**src/rtl/sr_latch_driver_pkg.sv**
```systemverilog
`default_nettype none
// ============================================================================
//  Module   : sr_latch_driver_pkg
//  Purpose  : Shared state encodings, command codes and width helpers for the
//             sr_latch_driver block and anything that talks to it.
//  Contents : state_t (ST_IDLE/ST_PULSE/ST_SETTLE/ST_CHECK), cmd_t
//             (CMD_SET/CMD_CLR), cnt_width(), retry_width()
//  Revision : 1.0 - initial release
// ============================================================================
package sr_latch_driver_pkg;

  typedef enum logic [1:0] {
    ST_IDLE   = 2'd0,
    ST_PULSE  = 2'd1,
    ST_SETTLE = 2'd2,
    ST_CHECK  = 2'd3
  } state_t;

  typedef enum logic {
    CMD_SET = 1'b0,
    CMD_CLR = 1'b1
  } cmd_t;

  // Width of a down-counter that must hold max(p, s); never narrower than 1.
  function automatic int cnt_width(input int p, input int s);
    int m;
    m = (p > s) ? p : s;
    return (m < 1) ? 1 : $clog2(m + 1);
  endfunction

  // Width of a counter that must hold 0..n; never narrower than 1.
  function automatic int retry_width(input int n);
    return (n < 1) ? 1 : $clog2(n + 1);
  endfunction

endpackage
`default_nettype wire

```
**src/rtl/sr_latch_driver_timer.sv**
```systemverilog
`default_nettype none
// ============================================================================
//  Module   : sr_pulse_timer
//  Purpose  : Loadable down-counter that times the pulse and settle phases.
//             Counts down to zero and holds there (no wrap).
//  Ports    : clk      - rising-edge clock
//             rst      - synchronous active-high reset (value -> 0)
//             load     - load load_val at the next edge (wins over counting)
//             load_val - value to load
//             value    - current count
//             zero     - high while value == 0
//  Revision : 1.0 - initial release
// ============================================================================
module sr_pulse_timer #(
  parameter int WIDTH = 2
) (
  input  logic             clk,
  input  logic             rst,
  input  logic             load,
  input  logic [WIDTH-1:0] load_val,
  output logic [WIDTH-1:0] value,
  output logic             zero
);

  always_ff @(posedge clk) begin
    if (rst) begin
      value <= '0;
    end else if (load) begin
      value <= load_val;
    end else if (value != '0) begin
      value <= value - WIDTH'(1);
    end
  end

  assign zero = (value == '0);

endmodule
`default_nettype wire

```
**src/rtl/sr_latch_driver.sv**
```systemverilog
`default_nettype none
// ============================================================================
//  Module   : sr_latch_driver
//  Purpose  : Clocked command driver for the s/r inputs of an SR latch.
//             Turns set/clear requests into timed, mutually exclusive S or R
//             pulses followed by a settle gap. S=R=1 is never driven.
//  Option   : `define SR_LATCH_DRIVER_VERIFY_EN to add a readback CHECK state
//             with retries and a sticky err flag. Without it, q_fb, qn_fb
//             and err_clr are ignored and err is tied low.
//  Ports    : clk, rst           - clock, synchronous active-high reset
//             set_req, clr_req   - requests, sampled only while idle
//                                  (clr_req wins when both are high)
//             err_clr            - clears sticky err
//             q_fb, qn_fb        - latch readback
//             s, r               - latch drive (registered)
//             busy, done, err    - status (registered)
//  Revision : 1.0 - initial release
// ============================================================================
module sr_latch_driver
  import sr_latch_driver_pkg::*;
#(
  parameter int PULSE_CYCLES  = 2,
  parameter int SETTLE_CYCLES = 1,
  parameter int MAX_RETRY     = 2
) (
  input  logic clk,
  input  logic rst,
  input  logic set_req,
  input  logic clr_req,
  input  logic err_clr,
  input  logic q_fb,
  input  logic qn_fb,
  output logic s,
  output logic r,
  output logic busy,
  output logic done,
  output logic err
);

  localparam int                 c_cnt_w        = cnt_width(PULSE_CYCLES, SETTLE_CYCLES);
  // The timer is loaded on the entry edge, so the first cycle of a phase
  // already shows N-1 and the phase ends in the cycle it reads zero.
  localparam logic [c_cnt_w-1:0] c_pulse_load   = c_cnt_w'(PULSE_CYCLES - 1);
  localparam logic [c_cnt_w-1:0] c_settle_load  = c_cnt_w'(SETTLE_CYCLES - 1);

  state_t             r_state;
  logic               w_start;
  logic               w_pulse_end;
  logic               w_settle_end;
  logic               w_load;
  logic [c_cnt_w-1:0] w_load_val;
  logic [c_cnt_w-1:0] w_cnt_unused;
  logic               w_zero;

`ifdef SR_LATCH_DRIVER_VERIFY_EN
  localparam int                   c_retry_w = retry_width(MAX_RETRY);
  cmd_t                 r_cmd;
  logic [c_retry_w-1:0] r_retry;
  logic                 w_match;
  logic                 w_can_retry;
  logic                 w_retry;
`else
  localparam int c_unused_max_retry = MAX_RETRY;
  logic          w_unused_fb;
  assign w_unused_fb = q_fb ^ qn_fb ^ err_clr;
`endif

  sr_pulse_timer #(
    .WIDTH (c_cnt_w)
  ) u_timer (
    .clk      (clk),
    .rst      (rst),
    .load     (w_load),
    .load_val (w_load_val),
    .value    (w_cnt_unused),
    .zero     (w_zero)
  );

  always_comb begin
    w_start      = (r_state == ST_IDLE) && (set_req || clr_req);
    w_pulse_end  = (r_state == ST_PULSE) && w_zero;
    w_settle_end = (r_state == ST_SETTLE) && w_zero;
`ifdef SR_LATCH_DRIVER_VERIFY_EN
    w_match      = (r_cmd == CMD_SET) ? (q_fb && !qn_fb) : (!q_fb && qn_fb);
    w_can_retry  = (int'(r_retry) < MAX_RETRY);
    w_retry      = (r_state == ST_CHECK) && !w_match && w_can_retry;
    w_load       = w_start || w_pulse_end || w_retry;
`else
    w_load       = w_start || w_pulse_end;
`endif
    w_load_val   = w_pulse_end ? c_settle_load : c_pulse_load;
  end

  always_ff @(posedge clk) begin
    if (rst) begin
      r_state <= ST_IDLE;
      s       <= 1'b0;
      r       <= 1'b0;
      busy    <= 1'b0;
      done    <= 1'b0;
`ifdef SR_LATCH_DRIVER_VERIFY_EN
      r_cmd   <= CMD_SET;
      r_retry <= '0;
      err     <= 1'b0;
`endif
    end else begin
      done <= 1'b0;
`ifdef SR_LATCH_DRIVER_VERIFY_EN
      // A failure later in this block overrides the clear.
      if (err_clr) err <= 1'b0;
`endif
      case (r_state)
        ST_IDLE: begin
          if (w_start) begin
            r_state <= ST_PULSE;
            busy    <= 1'b1;
            // clr_req has priority, so s and r can never both rise.
            s       <= !clr_req;
            r       <= clr_req;
`ifdef SR_LATCH_DRIVER_VERIFY_EN
            r_cmd   <= clr_req ? CMD_CLR : CMD_SET;
            r_retry <= '0;
`endif
          end
        end
        ST_PULSE: begin
          if (w_zero) begin
            r_state <= ST_SETTLE;
            s       <= 1'b0;
            r       <= 1'b0;
          end
        end
        ST_SETTLE: begin
          if (w_zero) begin
`ifdef SR_LATCH_DRIVER_VERIFY_EN
            r_state <= ST_CHECK;
`else
            r_state <= ST_IDLE;
            busy    <= 1'b0;
            done    <= 1'b1;
`endif
          end
        end
`ifdef SR_LATCH_DRIVER_VERIFY_EN
        ST_CHECK: begin
          if (w_match) begin
            r_state <= ST_IDLE;
            busy    <= 1'b0;
            done    <= 1'b1;
          end else if (w_can_retry) begin
            r_state <= ST_PULSE;
            r_retry <= r_retry + c_retry_w'(1);
            s       <= (r_cmd == CMD_SET);
            r       <= (r_cmd == CMD_CLR);
          end else begin
            r_state <= ST_IDLE;
            busy    <= 1'b0;
            done    <= 1'b1;
            err     <= 1'b1;
          end
        end
`endif
        default: begin
          r_state <= ST_IDLE;
          s       <= 1'b0;
          r       <= 1'b0;
          busy    <= 1'b0;
        end
      endcase
    end
  end

`ifndef SR_LATCH_DRIVER_VERIFY_EN
  assign err = 1'b0;
`endif

endmodule
`default_nettype wire

```
**config.mk**
```make
export PLATFORM = sky130hd
export DESIGN_NAME = sr_latch_driver
export DESIGN_NICKNAME = d
export VERILOG_FILES = /design/src/rtl/sr_latch_driver_pkg.sv /design/src/rtl/sr_latch_driver_timer.sv /design/src/rtl/sr_latch_driver.sv
export SDC_FILE = /design/constraint.sdc
export NUM_CORES = 1
export LEC_CHECK = 0
export BUFFER_PORTS_ARGS = -buffer_cell sky130_fd_sc_hd__buf_2
export CAP_MARGIN = 30
export CORE_AREA = 8 8 45 47
export CTS_BUF_LIST = sky130_fd_sc_hd__clkbuf_4
export DETAILED_ROUTE_END_ITERATION = 10
export DIE_AREA = 0 0 53 55
export GPL_TIMING_DRIVEN = 0
export SLEW_MARGIN = 40
export SYNTH_ARGS = -nofsm -noshare
export SYNTH_HDL_FRONTEND = slang
export SYNTH_SLANG_ARGS = --single-unit
```
**constraint.sdc**
```tcl
create_clock -name clk -period 2.3 [get_ports clk]
set_input_delay 0.115 -clock clk [delete_from_list [all_inputs] [get_ports clk]]
set_output_delay 0.115 -clock clk [all_outputs]
set_load 0.03 [all_outputs]
```
# Word level (Yosys, flattened, before mapping)
# Index checks and enable logic that the tools add are counted.
[classes] n_reduce_logical=13 bitwise=2 add_sub_neg=1 n_mux=15 eq_ne=5
[ops] op="$mux 2" count=5
[ops] op="$pmux 1 s3" count=3
[ops] op="$reduce_and 3->1" count=3
[ops] op="$mux 1" count=6
[ops] op="$ne 2x2->1 const B" count=3
[ops] op="$pmux 2 s3" count=1
[ops] op="$logic_not 2->1" count=2
[ops] op="$reduce_bool 2->1" count=2
[ops] op="$eq 2x1->1 const B" count=1
[ops] op="$eq 2x2->1 const B" count=1
[ops] op="$logic_and 1x1->1" count=2
[ops] op="$logic_or 1x1->1" count=2
[ops] op="$not 1->1" count=2
[ops] op="$reduce_or 2->1" count=1
[ops] op="$sub 2x1->2 const B" count=1
[ops] op="$logic_not 1->1" count=1
[word_totals] reg_bits=8 elab_cells=42 output_inout_bits=5 in_bits=7

# Logic depth before layout (Yosys ltp)
# Gate-level depths: netlist of run 1.
[depth] depth_word=4 depth_mapped=6 mapped_depth_nobuf=5

# Modules after synthesis
# Synthesis of run 1 repeated with hierarchy kept, for this count alone.
[unflattened] hier_cells=43 area_unflattened_um2=396.6
[by_module_without_submodules] module="sr_latch_driver" seq_area_each_um2=120.1 cells_each=31 area_per_inst_um2=275.3 n_inst=1
[by_module_without_submodules] module="sr_pulse_timer" seq_area_each_um2=40.0 cells_each=12 area_per_inst_um2=121.4 n_inst=1

# Worst setup path before layout of run 1
# No wires, ideal clock.
[synth_path] path_kind="register to register" start="register u_timer.value[0]" end="register u_timer.value[0]" arrival_time_ps=1028 path_buffers=1 required_ps=2226 path_stages_with_launch=6 setup_time_ps=74 period_less_slack_ps=1102 slack_ps=1198 cell_sequence="dfxtp_1 > inv_1 > ha_1 > buf_4 > or2_1 > a31oi_1"
[synth_via] elab_chain_len=4 elab_cells_between_ends=9 cone_classes="add/sub (1); mux (3); reduce/logical (5)"
[synth_rtl] item="from (decl)" line_no="sr_latch_driver_timer.sv:21" source="output logic [WIDTH-1:0] value,"
[synth_rtl] item="from (signal assigned)" line_no="sr_latch_driver_timer.sv:29" source="value <= load_val;"
[synth_rtl] item="from (signal assigned)" line_no="sr_latch_driver_timer.sv:31" source="value <= value - WIDTH'(1);"
[synth_rtl] item="$logic_not 2->1 (*)" line_no="sr_latch_driver_timer.sv:35" source="assign zero = (value == '0);"
[synth_rtl] item="named net u_timer.zero" line_no="sr_latch_driver_timer.sv:22" source="output logic zero"
[synth_rtl] item="$logic_and 1x1->1 (*)" line_no="sr_latch_driver.sv:81" source="w_pulse_end = (r_state == ST_PULSE) && w_zero;"
[synth_rtl] item="$mux 1 or $logic_or 1x1->1 (tied branches)" line_no="sr_latch_driver.sv:91, sr_latch_driver.sv:89"
[synth_rtl] item="$mux 2 or $reduce_bool 2->1 (tied branches)"
# The timed path passes the listed nets; every way through them passes the cells marked *. The select of a mux whose other input is x is not followed.
# A chain may end at the register's enable or synchronous reset.

# Worst setup path in the final report of run 1
[layout_path] start="register u_timer.value[0]" end="register busy"
[layout_via] elab_chain_len=3
[layout_rtl] item="$logic_not 2->1" line_no="sr_latch_driver_timer.sv:35"
[layout_rtl] item="named net u_timer.zero" line_no="sr_latch_driver_timer.sv:22"
[layout_rtl] item="$ne 2x2->1 (no line)"
[layout_rtl] item="$reduce_and 3->1 (no line)"
[layout_rtl] item="to (signal assigned)" line_no="sr_latch_driver.sv:99" source="busy <= 1'b0;"
[layout_rtl] item="to (signal assigned)" line_no="sr_latch_driver.sv:116" source="busy <= 1'b1;"
[layout_rtl] item="to (signal assigned)" line_no="sr_latch_driver.sv:139" source="busy <= 1'b0;"
[layout_rtl] item="to (decl)" line_no="sr_latch_driver.sv:35" source="output logic busy,"
# The timed path passes the listed nets, and every way through them passes these cells.

==> run metrics, run 1 <==
clk_skew 0.005463 ns; PortBufs 7; Final Hold Slack 0.1167 ns; largest family of logic cells by synthesized area simple AND/OR/NAND/NOR gates; complex-gate fraction of the synthesized area 0.1591; Ports 12; syn_nets 50; total power 0.3856 mW; Max Fclk 0.8340 GHz; Worst Setup SP u_timer.value[0]; Root Buffer clkbuf_4; design area 462.9 µm²; crit-path max FO 10; critical-path cell list inv_1, ha_1, buf_4, o21ai_0, nand2_1, a21oi_1; outcome completed; Total GRT Usage 0.06346; # setup viols final 0; starting density of the core 0.2785; Setup TNS Final 0 ns; CP max stage delay 0.35 ns; FILL cells 147; DIE WIDTH 53 µm; clk buf depth 2; GPL Wtd Cong 0.6951; clock buffer count from CTS 3; Post-CTS Setup Repair Bufs 0; total of max-cap violations 0; CP arrival 1.39 ns; cell count of the worst reg-to-reg path 6; number of global-route vias before repair 327; WL final 773 µm; crit path time final 1.199 ns; Leak 0.2002 nW; Final nets 62; Worst R2R End busy; Area Growth Syn to Fin 20.13%; multiplexer share of the synthesized area 0; largest net degree at the start of global routing 11; Slew Limit Fails 0; grt total ovfl 0; Yosys reg bits 8; Simple-Gate Fraction of Synth Area 0.3149; core area 0.001384 mm²; via/cell ratio 4.824; Worst path slowest cell dfxtp_1; commonest non-fill, non-tap cells in the layout dfxtp_1, buf_2, nand3b_1; pwr/cell area 832.9 mW/mm²; Clk pin slew, worst setup/hold paths 0.06 ns; vias 328; cell area after synthesis 385.4 µm²; Crit Path Class flip-flop to flip-flop; met1 Use GR 0.06707; fraction of layout cells with a size suffix above 1 0.2885; multi-input logic area 198.9 µm²; CTS tree yes; Worst Hold Class input pin to flip-flop; ANT nets after route 0; cell row count 14; startpoint types flip-flop; most common cell after layout, fill and taps aside dfxtp_1; initial antenna violation count 0; post_cts resized 0; synthesized instance count 42; Post-Synth Adder-Cell Area 0.03247; die area 0.002915 mm²; post-cts hold buffer count 0; Finished Core Util 0.3345; Seq/Total Area, Yosys 0.4156; residual DRC count 0; Sink Count 8; CP endpoint kind flip-flop; crit share post-route 0.5213; Register Area 160.2 µm²; Placed Area 440.4 µm²; global-route wire length before repair 1373 µm; Finished Layout Cells 68; Synth Area in XOR/XNOR 0; detailed placement HPWL 552.8 µm; number of diodes 0; R2R setup slack 1.10 ns; Setup WS post-layout 1.101 ns; Mean Syn Cell Area 9.175 µm²; WHS Path Cells 2; CTS H-tree depth 1; Fin. Hold Viols 0; RR Startpoint u_timer.value[0]; drt pass-1 iters 2; Die Height 55 µm; Critical Path RT 2.49 ns; met3 Use GR 0.02941; RSZ-0062 raised after global routing false; Synth warnings 0; drt wl/cell 11.37 µm; Initial DRC Count 5; Max IR drop VDD 0.3390 mV; met2 usage 0.09570; Cell variety after synth 21; Worst Hold End s; Skew-Pair Late Insertion Delay 0.26 ns; Most Crowded Layer GR met2; Place WS 1.121 ns; dpl cells 65; Worst Hold Launch rst
how the worst max path moves through the flow:
stage	depth (start not counted)	endpoint
finish	6	busy
global route	6	busy
CTS	5	u_timer.value[0]
detailed placement	6	busy
global placement	5	u_timer.value[0]
floorplan	5	u_timer.value[0]
worst max-delay path: cells and delay by family, from the launching register on:
family          cells  cell delay [ns]
flops               1             0.35
compound gates      2             0.28
buf+inv             2             0.23
fa+ha+maj           1             0.20
simple gates        1             0.07
report_power, final:
part           total (mW)  switching [mW]  internal [mW]  leakage, nW
registers           0.170          0.0147          0.155       0.0660
clock network       0.111          0.0514         0.0600       0.0138
logic               0.105          0.0587         0.0458        0.120
cell families after synthesis:
group | after synthesis
fa+ha+maj | 1
flops | 8
compound gates | 10
other cells | 1
buf+inv | 5
simple gates | 17
layer usage:
metal	vias up	part of all wire
met5	-	0
met4	0	0.038
met3	4	0.075
met2	7	0.45
met1	151	0.43
li1	166	-
flip-flops by register name (all words and copies together) (netlist names):
signal	count
done	1
busy	1
s	1
u_timer.value	2
r	1
r_state	2
synthesized netlist by cell type:
library cell,n,area (µm²)
dfxtp_1,8,160.2
and4bb_2,1,12.51
inv_1,3,11.26
and3b_1,1,8.760
ha_1,1,12.51
o21ai_0,1,5.000
o22ai_1,1,6.260
o21ai_2,1,8.760
conb_1,1,3.750
nor3b_1,1,7.510
nor2b_4,1,13.76
nand2_1,2,7.510
or2_1,1,6.260
a21oi_1,4,20.02
buf_4,2,15.01
nand3b_1,5,37.54
nor2_1,2,7.510
a32oi_1,1,8.760
or2b_1,1,7.510
a31oi_1,2,12.51
nand2b_1,2,12.51
cell type report:
type | count | area share
Buffer | 2 | 0.03243
Timing Repair Buffer | 7 | 0.07568
Multi-Input combinational cell | 29 | 0.4297
Sequential cell | 8 | 0.3459
Tap cell | 16 | 0.04324
Clock buffer | 3 | 0.04865
Inverter | 3 | 0.02432
Note: power is estimated with default switching activity, not from simulation.
==> run 2: changes to the inputs <==
- clock period: 2.3 -> 1.2 ns (I/O delays scaled with it)
==> run metrics, run 2 (synthesis gave the netlist of run 1 again) <==
crit path buf inv count 2 (unchanged); cell count of the worst reg-to-reg path 5 (-1); drt pass-1 iters 2 (unchanged); grt total ovfl 0 (unchanged); CP max stage delay 0.32 ns (-0.03 ns); Leak 0.2061 nW (+2.9%); Ports 12 (unchanged); number of diodes 0 (unchanged); outcome completed; # setup viols final 0 (unchanged); core area 0.001384 mm² (unchanged); Die Height 55 µm (unchanged); Worst Hold Class input pin to flip-flop; clk_skew 0.005653 ns (+0.0001905 ns); commonest non-fill, non-tap cells in the layout buf_2, dfxtp_1, nand3b_1; Fin. Hold Viols 0 (unchanged); Final Hold Slack 0.06094 ns (-0.05574 ns); Setup WS post-layout 0.1106 ns (-0.9903 ns); Regs by FF count r_state x2, u_timer.value x2; RSZ-0062 raised after global routing false; clock buffer count from CTS 3 (unchanged); total of max-cap violations 0 (unchanged); clk buf depth 2 (unchanged); CP arrival 1.27 ns (-0.12 ns); Critical Path RT 1.38 ns (-1.11 ns); fraction of layout cells with a size suffix above 1 0.3585 (+0.07003); Max Fclk 0.9179 GHz (+10%); largest net degree at the start of global routing 11 (unchanged); Worst path slowest cell dfxtp_2; Max IR drop VDD 0.6700 mV (+98%); vias 333 (+1.5%); most common cell after layout, fill and taps aside buf_2; die area 0.002915 mm² (unchanged); critical-path cell list inv_1, ha_2, buf_6, or2_1, a31oi_1; Final nets 63 (+1.6%); Setup TNS Final 0 ns (unchanged); detailed placement HPWL 552.8 µm (unchanged); cell row count 14 (unchanged); total power 0.7588 mW (+97%); CP endpoint kind flip-flop; Finished Layout Cells 69 (+1.5%); PortBufs 7 (unchanged); dpl cells 65 (unchanged); WHS Path Cells 2 (unchanged); drt wl/cell 11.33 µm (-0.30%); via/cell ratio 4.826 (about the same); Area Growth Syn to Fin 24.35%; initial antenna violation count 0 (unchanged); Initial DRC Count 6 (+1); WL final 782 µm (+1.2%); pwr/cell area 1584 mW/mm² (+90%); Clk pin slew, worst setup/hold paths 0.06 ns (about the same); FILL cells 147 (unchanged); global-route wire length before repair 1373 µm (unchanged); ANT nets after route 0 (unchanged); crit share post-route 0.9078 (+0.3865); crit-path max FO 10 (unchanged); startpoint types flip-flop; Crit path max-delay family flip-flops; Skew-Pair Late Insertion Delay 0.26 ns (about the same); residual DRC count 0 (unchanged); CTS H-tree depth 1 (unchanged); number of global-route vias before repair 327 (unchanged); length of routed met2 wiring 349 µm (-0.29%); starting density of the core 0.2785 (unchanged); M1 wire length 345 µm (+3.0%); CTS tree yes; Total GRT Usage 0.06346 (unchanged); Crit Path Class flip-flop to flip-flop; Sink Count 8 (unchanged); Slew Limit Fails 0 (unchanged); top sig layer met4; Place WS 0.02069 ns (-1.100 ns); GPL Wtd Cong 0.6951 (unchanged); DIE WIDTH 53 µm (unchanged); crit path time final 1.089 ns (-0.1097 ns); Root Buffer clkbuf_4; met3 wire len 58 µm (unchanged); Worst path depth 5 (-1)
run 2: changes by cell type in the layout (fill, tap and decap cells not counted):
cell / change
buf_6: +1
dfxtp_1: -2
dfxtp_2: +2
ha_1: -1
ha_2: +1
o21ai_0: -1
o21ai_1: +1
run 2: worst paths after layout:
path | start | to | slack, ns
worst min register to register | busy | busy | 0.46
worst max-delay path | u_timer.value[0] | u_timer.value[0] | 0.11
worst max register to register | u_timer.value[0] | u_timer.value[0] | 0.11
worst min-delay path | rst | s | 0.06
run 2: worst register-to-register path, stage by stage, from the launching register on:
cell and delay [ns]:
dfxtp_2 0.32, inv_1 0.04, ha_2 0.18, buf_6 0.13, or2_1 0.20, a31oi_1 0.14
run 2: routing by layer:
layer | GRT usage | up-vias
li1 | - | 168
met1 | 0.06707 | 154
met2 | 0.09570 | 7
met3 | 0.02941 | 4
met4 | 0.05172 | 0
met5 | 0 | -
run 2: timing repair:
item | CTS | global route
pin swaps | 0 | 1
setup endpoints to repair | 2 | 5
hold buffers | 0 | 0
setup buffers | 0 | 1
gates resized for setup | 1 | 4
run 2: layout make-up:
cell class | count | area, µm² | share of cell area
buffer | 2 | 18.77 | 0.03916
clock buffer | 3 | 22.52 | 0.04700
inverter | 3 | 11.26 | 0.02350
multi-input combinational | 29 | 201.4 | 0.4204
sequential | 8 | 162.7 | 0.3394
tap | 16 | 20.02 | 0.04178
timing repair buffer | 8 | 42.54 | 0.08877
run 2: through the flow:
step	util	area, µm²
after detailed placement	0.3183	440.4
after global placement	0.3183	440.4
after floorplan	-	385.4
after global routing	0.3463	479.2
final	0.3463	479.2
after CTS	0.3354	464.2
run 2: where the power goes:
group / internal, mW / total, mW / switching [mW]
sequential: 0.299 / 0.326 / 0.0266
clock: 0.115 / 0.213 / 0.0982
combinational: 0.102 / 0.220 / 0.118
